[src/rtl/lidar_frame_sequencer_pkg.sv]
// Shared definitions for the lidar spectral processing chain: default widths
// and the sequencer state encoding used by the phase blocks and register decode.
package lidar_frame_sequencer_pkg;

  localparam int LFS_PULSE_W   = 16;
  localparam int LFS_BIN_W     = 5;
  localparam int LFS_NUM_BINS  = 16;
  localparam int LFS_TIMEOUT_W = 20;

  typedef enum logic [2:0] {
    ST_IDLE    = 3'd0,
    ST_CAPTURE = 3'd1,
    ST_BG      = 3'd2,
    ST_PEAK    = 3'd3,
    ST_DONE    = 3'd4
  } lfs_state_e;

  // Phases that wait on an external done pulse and are therefore watched.
  function automatic logic lfs_is_watched(input lfs_state_e s);
    return (s == ST_CAPTURE) || (s == ST_BG) || (s == ST_PEAK);
  endfunction

endpackage

[src/rtl/lidar_frame_sequencer_seq_watchdog.sv]
// Per-phase watchdog. Counts enabled cycles since the last clear; expired_o
// is raised during the (2^TIMEOUT_W - 1)-th enabled cycle after a clear, so
// the sequencer leaves the phase on the edge that closes that cycle.
module seq_watchdog
  import lidar_frame_sequencer_pkg::*;
#(
  parameter int TIMEOUT_W = LFS_TIMEOUT_W
) (
  input  logic clk_i,
  input  logic rst_i,
  input  logic clr_i,
  input  logic en_i,
  output logic expired_o
);

  // Counter value seen during the last allowed cycle of a phase.
  localparam logic [TIMEOUT_W-1:0] LP_LAST = TIMEOUT_W'((2 ** TIMEOUT_W) - 2);

  logic [TIMEOUT_W-1:0] r_cnt;

  // Cycle counter: clear has priority over counting.
  always_ff @(posedge clk_i or posedge rst_i) begin
    if (rst_i) begin
      r_cnt <= '0;
    end else if (clr_i) begin
      r_cnt <= '0;
    end else if (en_i) begin
      r_cnt <= r_cnt + TIMEOUT_W'(1);
    end
  end

  assign expired_o = en_i && (r_cnt == LP_LAST);

endmodule

[src/rtl/lidar_frame_sequencer.sv]
// Frame sequencer: capture/accumulate -> optional background deduction ->
// per-bin peak detection, advanced by done handshakes and guarded by a
// per-phase watchdog. Phase enables are registered from the next state so
// they change on the same edge as state_o and are never simultaneously high.
// Handshake: each *_done_i is a single-cycle strobe, accepted only in the
// state that owns it; start_i is accepted only in IDLE; abort_i always wins.
module lidar_frame_sequencer
  import lidar_frame_sequencer_pkg::*;
#(
  parameter int PULSE_W   = LFS_PULSE_W,
  parameter int BIN_W     = LFS_BIN_W,
  parameter int NUM_BINS  = LFS_NUM_BINS,
  parameter int TIMEOUT_W = LFS_TIMEOUT_W
) (
  input  logic               clk_i,
  input  logic               rst_i,
  input  logic               start_i,
  input  logic               abort_i,
  input  logic [PULSE_W-1:0] cfg_pulses_i,
  input  logic [BIN_W-1:0]   cfg_bins_i,
  input  logic               cfg_bg_en_i,
  input  logic               cfg_cont_i,
  input  logic               acc_done_i,
  input  logic               bg_done_i,
  input  logic               pd_bin_done_i,
  output logic               capture_en_o,
  output logic               spec_acc_ctrl_o,
  output logic               bg_deduction_en_o,
  output logic               peak_detection_en_o,
  output logic [BIN_W-1:0]   pd_bin_o,
  output logic [PULSE_W-1:0] pulse_count_o,
  output logic               busy_o,
  output logic               frame_done_o,
  output logic               error_o,
  output logic [2:0]         state_o
);

  localparam logic [BIN_W:0] LP_MAX_BINS = (BIN_W + 1)'(NUM_BINS);

  lfs_state_e         r_state;
  lfs_state_e         w_nxt_state;
  logic [PULSE_W-1:0] r_pulse_cnt;
  logic [PULSE_W-1:0] w_nxt_pulse_cnt;
  logic [BIN_W-1:0]   r_bin;
  logic [BIN_W-1:0]   w_nxt_bin;
  logic               r_error;
  logic               w_nxt_error;
  logic               w_latch_cfg;

  logic [PULSE_W-1:0] r_cfg_pulses;
  logic [BIN_W-1:0]   r_cfg_bins;
  logic               r_cfg_bg_en;

  logic               r_capture_en;
  logic               r_spec_acc;
  logic               r_bg_en;
  logic               r_peak_en;
  logic               r_busy;
  logic               r_frame_done;

  logic               w_cfg_legal;
  logic [PULSE_W-1:0] w_pulse_inc;
  logic               w_last_bin;
  logic               w_done_accepted;
  logic               w_wd_clr;
  logic               w_wd_en;
  logic               w_wd_expired;

  assign w_cfg_legal = (cfg_pulses_i != '0) && (cfg_bins_i != '0) &&
                       ({1'b0, cfg_bins_i} <= LP_MAX_BINS);
  assign w_pulse_inc = r_pulse_cnt + PULSE_W'(1);
  assign w_last_bin  = (r_bin == (r_cfg_bins - BIN_W'(1)));

  assign w_done_accepted = ((r_state == ST_CAPTURE) && acc_done_i) ||
                           ((r_state == ST_BG)      && bg_done_i)  ||
                           ((r_state == ST_PEAK)    && pd_bin_done_i);

  // Watchdog restarts on every state entry and on every accepted done.
  assign w_wd_clr = (w_nxt_state != r_state) || w_done_accepted;
  assign w_wd_en  = lfs_is_watched(r_state);

  seq_watchdog #(
    .TIMEOUT_W (TIMEOUT_W)
  ) u_watchdog (
    .clk_i     (clk_i),
    .rst_i     (rst_i),
    .clr_i     (w_wd_clr),
    .en_i      (w_wd_en),
    .expired_o (w_wd_expired)
  );

  // Next-state and counter update: abort > watchdog expiry > done pulses.
  always_comb begin
    w_nxt_state     = r_state;
    w_nxt_pulse_cnt = r_pulse_cnt;
    w_nxt_bin       = r_bin;
    w_nxt_error     = r_error;
    w_latch_cfg     = 1'b0;

    if (abort_i) begin
      w_nxt_state = ST_IDLE;
    end else if (w_wd_expired) begin
      w_nxt_state = ST_IDLE;
      w_nxt_error = 1'b1;
    end else begin
      case (r_state)
        ST_IDLE: begin
          if (start_i) begin
            if (w_cfg_legal) begin
              w_latch_cfg     = 1'b1;
              w_nxt_pulse_cnt = '0;
              w_nxt_bin       = '0;
              w_nxt_error     = 1'b0;
              w_nxt_state     = ST_CAPTURE;
            end else begin
              w_nxt_error = 1'b1;
            end
          end
        end
        ST_CAPTURE: begin
          if (acc_done_i) begin
            w_nxt_pulse_cnt = w_pulse_inc;
            if (w_pulse_inc == r_cfg_pulses) begin
              w_nxt_state = r_cfg_bg_en ? ST_BG : ST_PEAK;
            end
          end
        end
        ST_BG: begin
          if (bg_done_i) begin
            w_nxt_state = ST_PEAK;
          end
        end
        ST_PEAK: begin
          if (pd_bin_done_i) begin
            if (w_last_bin) begin
              w_nxt_state = ST_DONE;
            end else begin
              w_nxt_bin = r_bin + BIN_W'(1);
            end
          end
        end
        ST_DONE: begin
          if (cfg_cont_i) begin
            w_nxt_pulse_cnt = '0;
            w_nxt_bin       = '0;
            w_nxt_state     = ST_CAPTURE;
          end else begin
            w_nxt_state = ST_IDLE;
          end
        end
        default: begin
          w_nxt_state = ST_IDLE;
        end
      endcase
    end
  end

  // State, counters, error flag and registered phase outputs.
  always_ff @(posedge clk_i or posedge rst_i) begin
    if (rst_i) begin
      r_state      <= ST_IDLE;
      r_pulse_cnt  <= '0;
      r_bin        <= '0;
      r_error      <= 1'b0;
      r_capture_en <= 1'b0;
      r_spec_acc   <= 1'b0;
      r_bg_en      <= 1'b0;
      r_peak_en    <= 1'b0;
      r_busy       <= 1'b0;
      r_frame_done <= 1'b0;
    end else begin
      r_state      <= w_nxt_state;
      r_pulse_cnt  <= w_nxt_pulse_cnt;
      r_bin        <= w_nxt_bin;
      r_error      <= w_nxt_error;
      r_capture_en <= (w_nxt_state == ST_CAPTURE);
      r_spec_acc   <= (w_nxt_state == ST_CAPTURE) && (w_nxt_pulse_cnt != '0);
      r_bg_en      <= (w_nxt_state == ST_BG);
      r_peak_en    <= (w_nxt_state == ST_PEAK);
      r_busy       <= (w_nxt_state != ST_IDLE);
      r_frame_done <= (w_nxt_state == ST_DONE);
    end
  end

  // Frame configuration, captured once per accepted start and reused in
  // continuous mode.
  always_ff @(posedge clk_i or posedge rst_i) begin
    if (rst_i) begin
      r_cfg_pulses <= '0;
      r_cfg_bins   <= '0;
      r_cfg_bg_en  <= 1'b0;
    end else if (w_latch_cfg) begin
      r_cfg_pulses <= cfg_pulses_i;
      r_cfg_bins   <= cfg_bins_i;
      r_cfg_bg_en  <= cfg_bg_en_i;
    end
  end

  assign capture_en_o        = r_capture_en;
  assign spec_acc_ctrl_o     = r_spec_acc;
  assign bg_deduction_en_o   = r_bg_en;
  assign peak_detection_en_o = r_peak_en;
  assign pd_bin_o            = r_bin;
  assign pulse_count_o       = r_pulse_cnt;
  assign busy_o              = r_busy;
  assign frame_done_o        = r_frame_done;
  assign error_o             = r_error;
  assign state_o             = r_state;

endmodule

[config.mk]
export PLATFORM = sky130hd
export DESIGN_NAME = lidar_frame_sequencer
export DESIGN_NICKNAME = d
export VERILOG_FILES = /design/src/rtl/lidar_frame_sequencer_pkg.sv /design/src/rtl/lidar_frame_sequencer_seq_watchdog.sv /design/src/rtl/lidar_frame_sequencer.sv
export SDC_FILE = /design/constraint.sdc
export NUM_CORES = 1
export LEC_CHECK = 0
export CORE_UTILIZATION = 35
export CTS_BUF_LIST = sky130_fd_sc_hd__clkbuf_2
export DETAILED_ROUTE_END_ITERATION = 6
export HOLD_SLACK_MARGIN = 0.1
export PLACE_DENSITY = 0.56
export SETUP_SLACK_MARGIN = 0.3
export SLEW_MARGIN = 20
export SYNTH_ARGS = -nofsm -noshare
export SYNTH_HDL_FRONTEND = slang
export SYNTH_SLANG_ARGS = --single-unit
export TNS_END_PERCENT = 1
[constraint.sdc]
create_clock -name clk_i -period 3.65 [get_ports clk_i]
set_input_delay 0.365 -clock clk_i [delete_from_list [all_inputs] [get_ports clk_i]]
set_output_delay 0.365 -clock clk_i [all_outputs]
set_load 0.03 [all_outputs]
==> results by group, run 1 <==
Clocking
  – Clk_lat worst skew: 0.56 ns
  – CTS Buf Count: 9
  – Htree depth: 3
  – Clk pin slew, worst setup/hold paths: 0.22 ns
  – CTS tree: built
  – Post-CTS Repair Setup Buffers: 0
  – Clock sinks: 73
  – Max Root-Sink Buffers: 2
  – Root Driver: clkbuf_2

Layout
  – Final nets: 561
  – Antenna Cells: 0
  – Commonest non-fill, non-tap cell in the layout: dfrtp_1
  – Commonest cells after routing, fill and taps aside: dfrtp_1, clkdlybuf4s50_1, nand2_1, o21ai_0, nor3_1
  – Area Overhead vs Synth: 21.6%
  – Share of layout cells above drive strength 1: 0.126
  – Non-Filler Instances: 699

Run status
  – Status: finished, final reports clean

Yosys
  – Share of the synthesized area in the top cell type: 0.418
  – Synthesized area: 4370 µm²
  – Post-Synth XOR/XNOR Area: 0.109
  – Mux cell area share after synthesis: 0.0581
  – Largest family of logic cells by synthesized area: simple AND/OR/NAND/NOR gates
  – Yosys reg bits: 73
  – Seq/Total Area, Yosys: 0.418
  – Synth warn: 0
  – Cells after Synth: 463
  – Post-synth top area cell: dfrtp_1
  – Simple-gate area share of the yosys netlist: 0.223
  – FFs w/ async S/R, synth: 1.00
  – Post-Syn Area per Cell: 9.44 µm²
  – Post-synth EDFFs: 0
  – Syn Nets: 498
  – Synth unique cells: 64
  – Adder-cell share of the synthesized area: 0.0143
  – Top cells by area, synth: dfrtp_1, xnor2_1, mux2_2
  – Post-synthesis compound-gate area fraction: 0.135
  – Primary FF master, synth: dfrtp_1

Routing
  – 1st-iter DRT viols: 168
  – Via count: 3,727
  – Final WL: 11,500 µm
  – Pre-antenna DRT Iters: 5
  – Routed vias/inst: 5.33
  – Post-route ant nets: 0
  – WL/cell: 16.5 µm
  – Post-route DRC violation count: 0

Timing
  – Clk_skew: 0.0367 ns
  – Setup TNS: 0 ns
  – Rel. slew slack: 0.514
  – Setup violators final: 0
  – Final worst path period need: 3.17 ns
  – Worst hold slack: 0.175 ns
  – Max-slew violations: 0
  – Final Hold Viols: 0
  – Post-route clock period utilization: 0.869
  – RSZ-0062 raised after global routing: false
  – Slew @ Worst Pin: 0.723 ns
  – F_max: 315 MHz

Setup path
  – Crit-path cells: nand4_2 > nor4_1 > xnor2_1 > xnor2_1 > a2111oi_2 > nand3_2 > a21o_2 > a2111oi_4
  – Kind of critical path: register to register
  – Reg2Reg Capture Point: u_watchdog.r_cnt[1]$_DFFE_PP0P_
  – Crit path from: pulse_count_o[6]$_DFF_PP0_
  – Worst reg2reg startpoint: pulse_count_o[6]$_DFF_PP0_
  – WP data required: 4.11 ns
  – Worst reg-to-reg setup slack: 0.48 ns
  – Critical-path top delay cell: nor4_1
  – Crit end category: register
  – Crit path arrival time: 3.63 ns
  – Family with the most delay on the worst path: compound AO/OA/AOI/OAI gates
  – Max incr delay on CP: 0.53 ns
  – Cell mode on critical path: xnor2_1
  – Reg2reg path depth: 8
  – Worst Path Max Fanout: 20
  – Startpoint types: register
  – Buf/Inv on CP: 0

Floorplanning
  – Die height: 114 µm
  – Core area: 12,100 µm²
  – Rows: 40
  – Die W: 114 µm
  – Initial Util: 0.361
  – I/O pin total: 61
  – Die area: 12,900 µm²

Placement
  – Buffers added on ports: 60
  – DP HPWL: 8560 µm
  – Placed insts: 683
  – Placer Congestion: 0.907

Global routing
  – Total congestion overflow: 0
  – Number of global-route vias before repair: 3,589
  – Global Route Usage Sum: 0.189
  – First-pass GRT wire length: 18,600 µm
  – Initial antenna violation count: 0
  – Largest net degree at the start of global routing: 74

Power
  – Pwr Total: 1.88 mW
  – Pleak: 2.08 nW
  – Pwr dens: 353 nW/µm²
  – Worst vdd ir: 210 µV

Worst hold path
  – Min-delay worst type: primary input to async pin

Job
  – Max cap viols: 0
cell families (layout without fill, tap and decap cells):
kind of cell / Yosys count / after routing
compound gates: 87 / 87
xor+xnor: 52 / 52
fa+ha+maj: 5 / 5
buf+inv: 41 / 109
flops: 73 / 73
mux: 23 / 23
simple gates: 182 / 182
routing by layer:
| metal | track usage | part of all wire | vias to the layer above |
|---|---|---|---|
| li1 | - | - | 1808 |
| met1 | 0.262 | 0.47 | 1777 |
| met2 | 0.287 | 0.45 | 121 |
| met3 | 0.0345 | 0.058 | 21 |
| met4 | 0.0842 | 0.021 | 0 |
| met5 | 0 | 0 | - |
report_power, final:
part | switching (mW) | leakage (nW) | internal [mW] | total [mW]
sequential | 0.0842 | 0.964 | 0.889 | 0.973
clock | 0.298 | 0.0654 | 0.156 | 0.454
combinational | 0.225 | 1.05 | 0.225 | 0.450
total | 0.608 | 2.08 | 1.27 | 1.88
Yosys cell counts (2+ instances only):
cell type,instances
xnor2_1,29
o21ai_1,2
or4_1,3
a31oi_1,3
a211oi_1,2
a21oi_1,12
o31ai_1,8
o21ai_0,34
dfrtp_1,73
a21o_1,2
ha_1,5
inv_1,18
nand4_1,10
nor2_1,30
and2_1,2
buf_2,8
nand2_1,34
clkbuf_1,12
nor4b_1,3
nand4_2,2
nand3b_1,2
and4_1,2
mux2_1,2
a311oi_1,2
or3_1,5
nand2b_1,7
mux2_2,17
nand3_1,20
buf_6,2
mux2i_1,4
or2_2,2
nor4_1,11
nor3b_1,4
o211ai_1,2
and3_1,5
o41ai_1,2
or2_1,2
xor2_1,21
nor3_1,34
cell type report:
cell class | instances | area [µm²]
clock buffers | 10 | 50.0
well taps | 168 | 210
inverters | 18 | 67.6
flip-flops and latches | 73 | 1830
fillers | 1192 | 6800
repair buffers | 75 | 726
clock inverters | 6 | 58.8
multi-input cells | 349 | 2370
what timing repair did:
action                                  CTS  global route
hold buffers                              0             0
hold endpoints to repair                  0             0
gates resized for setup                   2             3
endpoints found under the setup margin    5            23
sequential cells by signal, summed over array words and instances, names as in the netlist:
signal / count
u_watchdog.r_cnt: 20
pulse_count_o: 16
r_cfg_pulses: 16
pd_bin_o: 5
r_cfg_bins: 5
state_o: 3
bg_deduction_en_o: 1
busy_o: 1
capture_en_o: 1
error_o: 1
frame_done_o: 1
peak_detection_en_o: 1
r_cfg_bg_en: 1
spec_acc_ctrl_o: 1
tightest hold or removal path, cell delays in order:
cell and delay, ns:
clkdlybuf4s50_1 0.41, inv_2 0.07, buf_12 0.33
worst max path at each step:
stage,end,slack (ns),cells after the start
6_report,u_watchdog.r_cnt[1]$_DFFE_PP0P_,0.48,8
2_1_floorplan,u_watchdog.r_cnt[1]$_DFFE_PP0P_,0.48,10
4_1_cts,u_watchdog.r_cnt[1]$_DFFE_PP0P_,0.35,9
3_5_place_dp,u_watchdog.r_cnt[1]$_DFFE_PP0P_,0.22,9
5_1_grt,u_watchdog.r_cnt[1]$_DFFE_PP0P_,0.31,9
3_3_place_gp,u_watchdog.r_cnt[1]$_DFFE_PP0P_,0.36,9
metrics by stage:
step	instance area, µm²	util	worst slack (ns)
2_1_floorplan	4370	-	0.483
3_3_place_gp	5190	0.429	0.358
5_1_grt	5310	0.439	0.306
4_1_cts	5300	0.438	0.353
6_report	5310	0.439	0.480
3_5_place_dp	5190	0.429	0.216
Note: power is estimated with default switching activity, not from simulation.
==> run 2: changes to the inputs <==
--- a/config.mk
+++ b/config.mk
@@ -5,6 +5,7 @@
 export SDC_FILE = /design/constraint.sdc
 export NUM_CORES = 1
 export LEC_CHECK = 0
+export CAP_MARGIN = 20
 export CORE_UTILIZATION = 35
 export CTS_BUF_LIST = sky130_fd_sc_hd__clkbuf_2
 export DETAILED_ROUTE_END_ITERATION = 6
==> results of run 2 <==
No change in the layout: final DEF, timing and power equal those of run 1.
==> run 3: changes to the inputs <==
--- a/config.mk
+++ b/config.mk
@@ -5,9 +5,7 @@
 export SDC_FILE = /design/constraint.sdc
 export NUM_CORES = 1
 export LEC_CHECK = 0
-export CAP_MARGIN = 20
 export CORE_UTILIZATION = 35
-export CTS_BUF_LIST = sky130_fd_sc_hd__clkbuf_2
 export DETAILED_ROUTE_END_ITERATION = 6
 export HOLD_SLACK_MARGIN = 0.1
 export PLACE_DENSITY = 0.56
==> run 3 against run 2 <==
Effect of this change:
- sequential power barely moved
- critical endpoint unchanged
- non-clock buffer count did not move
- highest routed layer unchanged
- register-to-register slack improved by 0.02 ns
==> results by group, run 3 (synthesized netlist as in run 1, its figures left out) <==
Run status
  – Status: finished, final reports clean

Placement
  – DP HPWL: 8560 µm
  – Placer Congestion: 0.907
  – Pre-CTS setup slack: 0.216 ns
  – Buffers added on ports: 60

Clocking
  – Clock sinks: 73
  – CTS Buf Count: 9
  – Root Driver: clkbuf_16
  – Max Root-Sink Buffers: 2
  – Clk_lat worst skew: 0.34 ns
  – Post-CTS Repair Setup Buffers: 0
  – Clk pin slew, worst setup/hold paths: 0.06 ns
  – Hold-fix buffers, CTS: 0
  – Htree depth: 3
  – CTS tree: built

Setup path
  – Cell mode on critical path: xnor2_1
  – Startpoint types: register
  – Worst reg-to-reg setup slack: 0.50 ns
  – Max incr delay on CP: 0.54 ns
  – Kind of critical path: register to register
  – Crit end category: register
  – Critical-path top delay cell: nor4_1
  – Buf/Inv on CP: 0
  – Crit path arrival time: 3.39 ns
  – Crit-path cells: nand4_2 > nor4_1 > xnor2_1 > xnor2_1 > a2111oi_2 > nand3_2 > a21o_2 > a2111oi_4
  – WP data required: 3.88 ns
  – Worst Path Max Fanout: 20
  – Family with the most delay on the worst path: compound AO/OA/AOI/OAI gates

Floorplanning
  – Initial Util: 0.361
  – Core area: 12,100 µm²
  – Die area: 12,900 µm²
  – I/O pin total: 61
  – Die height: 114 µm
  – Die W: 114 µm
  – Rows: 40

Timing
  – RSZ-0062 raised after global routing: false
  – Clk_skew: 0.00907 ns
  – F_max: 317 MHz
  – Final Hold Viols: 0
  – Slew @ Worst Pin: 0.705 ns
  – Rel. slew slack: 0.527
  – Final worst path period need: 3.15 ns
  – Max-slew violations: 0
  – Post-route clock period utilization: 0.864
  – Setup violators final: 0
  – Setup TNS: 0 ns
  – Worst setup margin: 0.498 ns

Routing
  – Final WL: 11,600 µm
  – Routed vias/inst: 5.32
  – Post-route ant nets: 0
  – Pre-antenna DRT Iters: 4
  – Post-route DRC violation count: 0
  – 1st-iter DRT viols: 229
  – WL/cell: 16.6 µm
  – Via count: 3,716

Global routing
  – First-pass GRT wire length: 18,800 µm
  – Number of global-route vias before repair: 3,615
  – Largest net degree at the start of global routing: 74
  – Global Route Usage Sum: 0.191
  – Total congestion overflow: 0
  – Initial antenna violation count: 0

Job
  – Max cap viols: 0

Layout
  – Final nets: 561
  – Max FFs per register: 20
  – Area Overhead vs Synth: 25.9%
  – Commonest cells after routing, fill and taps aside: dfrtp_1, clkdlybuf4s50_1, nand2_1, o21ai_0, nor3_1
  – Share of layout cells above drive strength 1: 0.126
  – Largest register by flop count: u_watchdog.r_cnt
  – Commonest non-fill, non-tap cell in the layout: dfrtp_1
  – Antenna Cells: 0

Power
  – Pleak: 2.15 nW
  – Worst vdd ir: 271 µV
  – Pwr Total: 2.31 mW
  – Pwr dens: 420 nW/µm²

Worst hold path
  – Min-delay worst type: primary input to async pin
run 3: worst register-to-register path: stages (launching register included):
cell and delay (ns):
dfrtp_1 0.47, nand4_2 0.36, nor4_1 0.54, xnor2_1 0.23, xnor2_1 0.13, a2111oi_2 0.41, nand3_2 0.16, a21o_2 0.38
a2111oi_4 0.36
run 3: cell type report:
class                           instances  area [µm²]
Multi-Input combinational cell        349        2370
Clock inverter                          5        55.1
Clock buffer                           11         243
Timing Repair Buffer                   75         726
Sequential cell                        73        1830
Fill cell                            1174        6610
Inverter                               18        67.6
Tap cell                              168         210
run 3: layer usage:
layer  vias up  GRT usage  routed length [µm]
met4         0     0.0816                 226
met5         -          0                   0
met1      1771      0.264                5540
met2       116      0.292                5190
li1       1812          -                   -
met3        17     0.0351                 643
run 3: path summary, 6_finish.rpt:
kind | start | end | cells past startpoint
min in group clk_i | error_o$_DFFE_PP0P_ | error_o$_DFFE_PP0P_ | 2
max in group asynchronous | rst_i | pulse_count_o[0]$_DFF_PP0_ | 3
worst min register to register | error_o$_DFFE_PP0P_ | error_o$_DFFE_PP0P_ | 2
worst min-delay path | rst_i | r_cfg_pulses[15]$_DFFE_PP0P_ | 3
worst max-delay path | pulse_count_o[6]$_DFF_PP0_ | u_watchdog.r_cnt[1]$_DFFE_PP0P_ | 8
worst max register to register | pulse_count_o[6]$_DFF_PP0_ | u_watchdog.r_cnt[1]$_DFFE_PP0P_ | 8
run 3: metrics by stage:
stage | util | std cells | instance area (µm²) | hold WS (ns)
after floorplan | - | 463 | 4370 | 0.479
after CTS | 0.453 | 699 | 5490 | 0.447
after global placement | 0.429 | 683 | 5190 | 0.489
after detailed placement | 0.429 | 683 | 5190 | 0.502
after global routing | 0.454 | 699 | 5500 | 0.487
final | 0.454 | 699 | 5500 | 0.433
run 3: what timing repair did:
item / CTS / global route
gates resized for setup: 1 / 4
endpoints found under the hold margin: 0 / 0
endpoints found under the setup margin: 2 / 24
run 3: where the power goes:
group	total, mW	internal (mW)	switching (mW)	leakage (nW)
sequential	0.975	0.890	0.0846	0.964
clock	0.885	0.545	0.340	0.142
combinational	0.451	0.225	0.226	1.05
==> RTL change, RTL diff (config.mk and constraints of run 1) <==
`LFS_BIN_W`: 5 -> 10.
--- a/src/rtl/lidar_frame_sequencer_pkg.sv
+++ b/src/rtl/lidar_frame_sequencer_pkg.sv
@@ -4,5 +4,5 @@
 
   localparam int LFS_PULSE_W   = 16;
-  localparam int LFS_BIN_W     = 5;
+  localparam int LFS_BIN_W     = 10;
   localparam int LFS_NUM_BINS  = 16;
   localparam int LFS_TIMEOUT_W = 20;
Interface: changed (resized cfg_bins_i and pd_bin_o); port bits go from 61 to 71. The function was not compared with the original's and may differ.
==> RTL change against run 1 <==
The flow now finishes with violations (DRC); non-clock buffer count up 16; die area grew 21%; global-route usage up 2.0 points; worst setup slack improved by 0.043 ns; area after synthesis is 22% higher; wire length up 33%; sequential cell count up 10; power up 20%; cell area increased by 20%; clock power shrank 2%; highest routed layer unchanged.
==> RTL change: results (changes against run 1) <==
| Metric | Value |
|---|---|
| Initial antenna violation count | `2 (+2)` |
| Synth Area in XOR/XNOR | `9.98% (-0.93 points)` |
| Worst-path fanout max | `11 (-45%)` |
| Worst slew pin tran | `0.842 ns (+0.119 ns)` |
| Met1 Use GR | `26.8% (+0.55 points)` |
| Fillers | `1457 (+22%)` |
| Post-DP HPWL | `11300 um (+32%)` |
| Clock-pin slew on the worst setup and hold paths | `0.27 ns (+0.05 ns)` |
| Status | `finished, violations left` |
| Sw frac | `37.6% (+5.2 points)` |
| Area contributors post-synth | `dfrtp_1 39%, xnor2_1 7.3%, mux2_2 4.4%` |
| PortBufs | `70 (+17%)` |
| Critical path arrival | `3.67 ns (+0.04 ns)` |
| GPL Wtd Cong | `0.913 (+0.57%)` |
| Largest stage delay, worst path | `0.57 ns (+0.04 ns)` |
| Synth unique cells | `62 (-3.1%)` |
| Mux share of post-synthesis cell area | `5.01% (-0.80 points)` |
| Lkg Pwr | `2.60 nW (+25%)` |
| Total GRT Usage | `20.9% (+2.0 points)` |
| Layout cells sized above 1 | `10.4% (-2.2 points)` |
| Worst clock skew | `0.0565 ns (+0.0198 ns)` |
| Failing checks | `DRC` |
| Met2 GRT Util | `34.0% (+5.3 points)` |
| Worst-Skew Late Latency | `0.62 ns (+0.06 ns)` |
| DRC errors left | `2 (+2)` |
| Resized cells post-CTS | `0 (-2)` |
| DRT Pass-1 Iters | `7 (+2)` |
| Crit. Startpoint | `state_o[2]` |
| Post-synthesis adder-cell area fraction | `1.18% (-0.25 points)` |
| Commonest cells post-synth | `83 x dfrtp_1, 46 x nand2_1, 44 x xnor2_1` |
| First-pass GRT wire length | `25800 um (+39%)` |
| Via-to-Cell Ratio | `5.65 (+5.9%)` |
| Critical-path top delay cell | `dfrtp_1` |
| DRT iter0 DRCs | `343 (+100%)` |
| Met3 Use GR | `5.31% (+1.9 points)` |
| Setup crit end | `spec_acc_ctrl_o` |
| Synth Net Count | `637 (+28%)` |
## RTL change: changes by cell type after synthesis, sizes merged, moves of 12 or more
cell / delta
a21oi: +23
nand3: +19
nor3: -19
xnor2: +14
nor2: +13
clkbuf: +12
nand2: +12
## RTL change: worst min path at each step
stage,end,slack [ns],from
global route,u_watchdog.r_cnt[1],0.15,rst_i
finish,u_watchdog.r_cnt[1],0.16,rst_i
floorplan,r_cfg_bg_en,0.48,r_cfg_bg_en
detailed placement,r_cfg_bg_en,0.50,r_cfg_bg_en
CTS,u_watchdog.r_cnt[11],0.13,rst_i
global placement,r_cfg_bg_en,0.50,r_cfg_bg_en
## RTL change: cell type report
type	instances	area, um^2	share of cell area, %
Multi-Input combinational cell	459	3010	47.2
Sequential cell	83	2080	32.7
Timing Repair Buffer	91	871	13.7
Tap cell	184	230	3.62
Inverter	21	80.1	1.26
Clock buffer	11	55.1	0.865
Clock inverter	5	37.5	0.590
Antenna cell	2	5.00	0.0787
## RTL change: routing by layer
| metal | up-vias | wire, um |
|---|---|---|
| met5 | - | 0 |
| met4 | 0 | 399 |
| met3 | 22 | 769 |
| met2 | 132 | 7300 |
| met1 | 2368 | 6850 |
| li1 | 2313 | - |
## RTL change: power by group through the flow
| stage | combinational (mW) | sequential [mW] | clock [mW] |
|---|---|---|---|
| 2_1_floorplan | 0.406 | 1.14 | 0 |
| 5_1_grt | 0.768 | 1.11 | 0.505 |
| 3_5_place_dp | 0.707 | 1.11 | 0 |
| 6_report | 0.705 | 1.10 | 0.444 |
| 4_1_cts | 0.709 | 1.10 | 0.474 |
| 3_3_place_gp | 0.697 | 1.11 | 0 |
## RTL change: stage by stage
| stage | hold WS, ns | instances | cell area (um^2) | power, mW | setup WS [ns] |
|---|---|---|---|---|---|
| global route | 0.149 | 856 | 6360 | 2.38 | 0.314 |
| CTS | 0.135 | 854 | 6360 | 2.28 | 0.510 |
| detailed placement | 0.503 | 838 | 6260 | 1.82 | 0.202 |
| finish | 0.157 | 856 | 6360 | 2.25 | 0.522 |
| floorplan | 0.481 | 597 | 5320 | 1.54 | 0.758 |
| global placement | 0.502 | 838 | 6260 | 1.81 | 0.267 |
## RTL change: cell families after synthesis
logic type	Yosys count
simple gates	249
mux	24
buf+inv	55
xor+xnor	59
flops	83
compound gates	122
fa+ha+maj	5
## RTL change: critical path: cells and delay by family (launching register included)
family | cells | cell delay (ns)
simple gates | 4 | 1.24
flops | 1 | 0.57
compound gates | 4 | 1.25
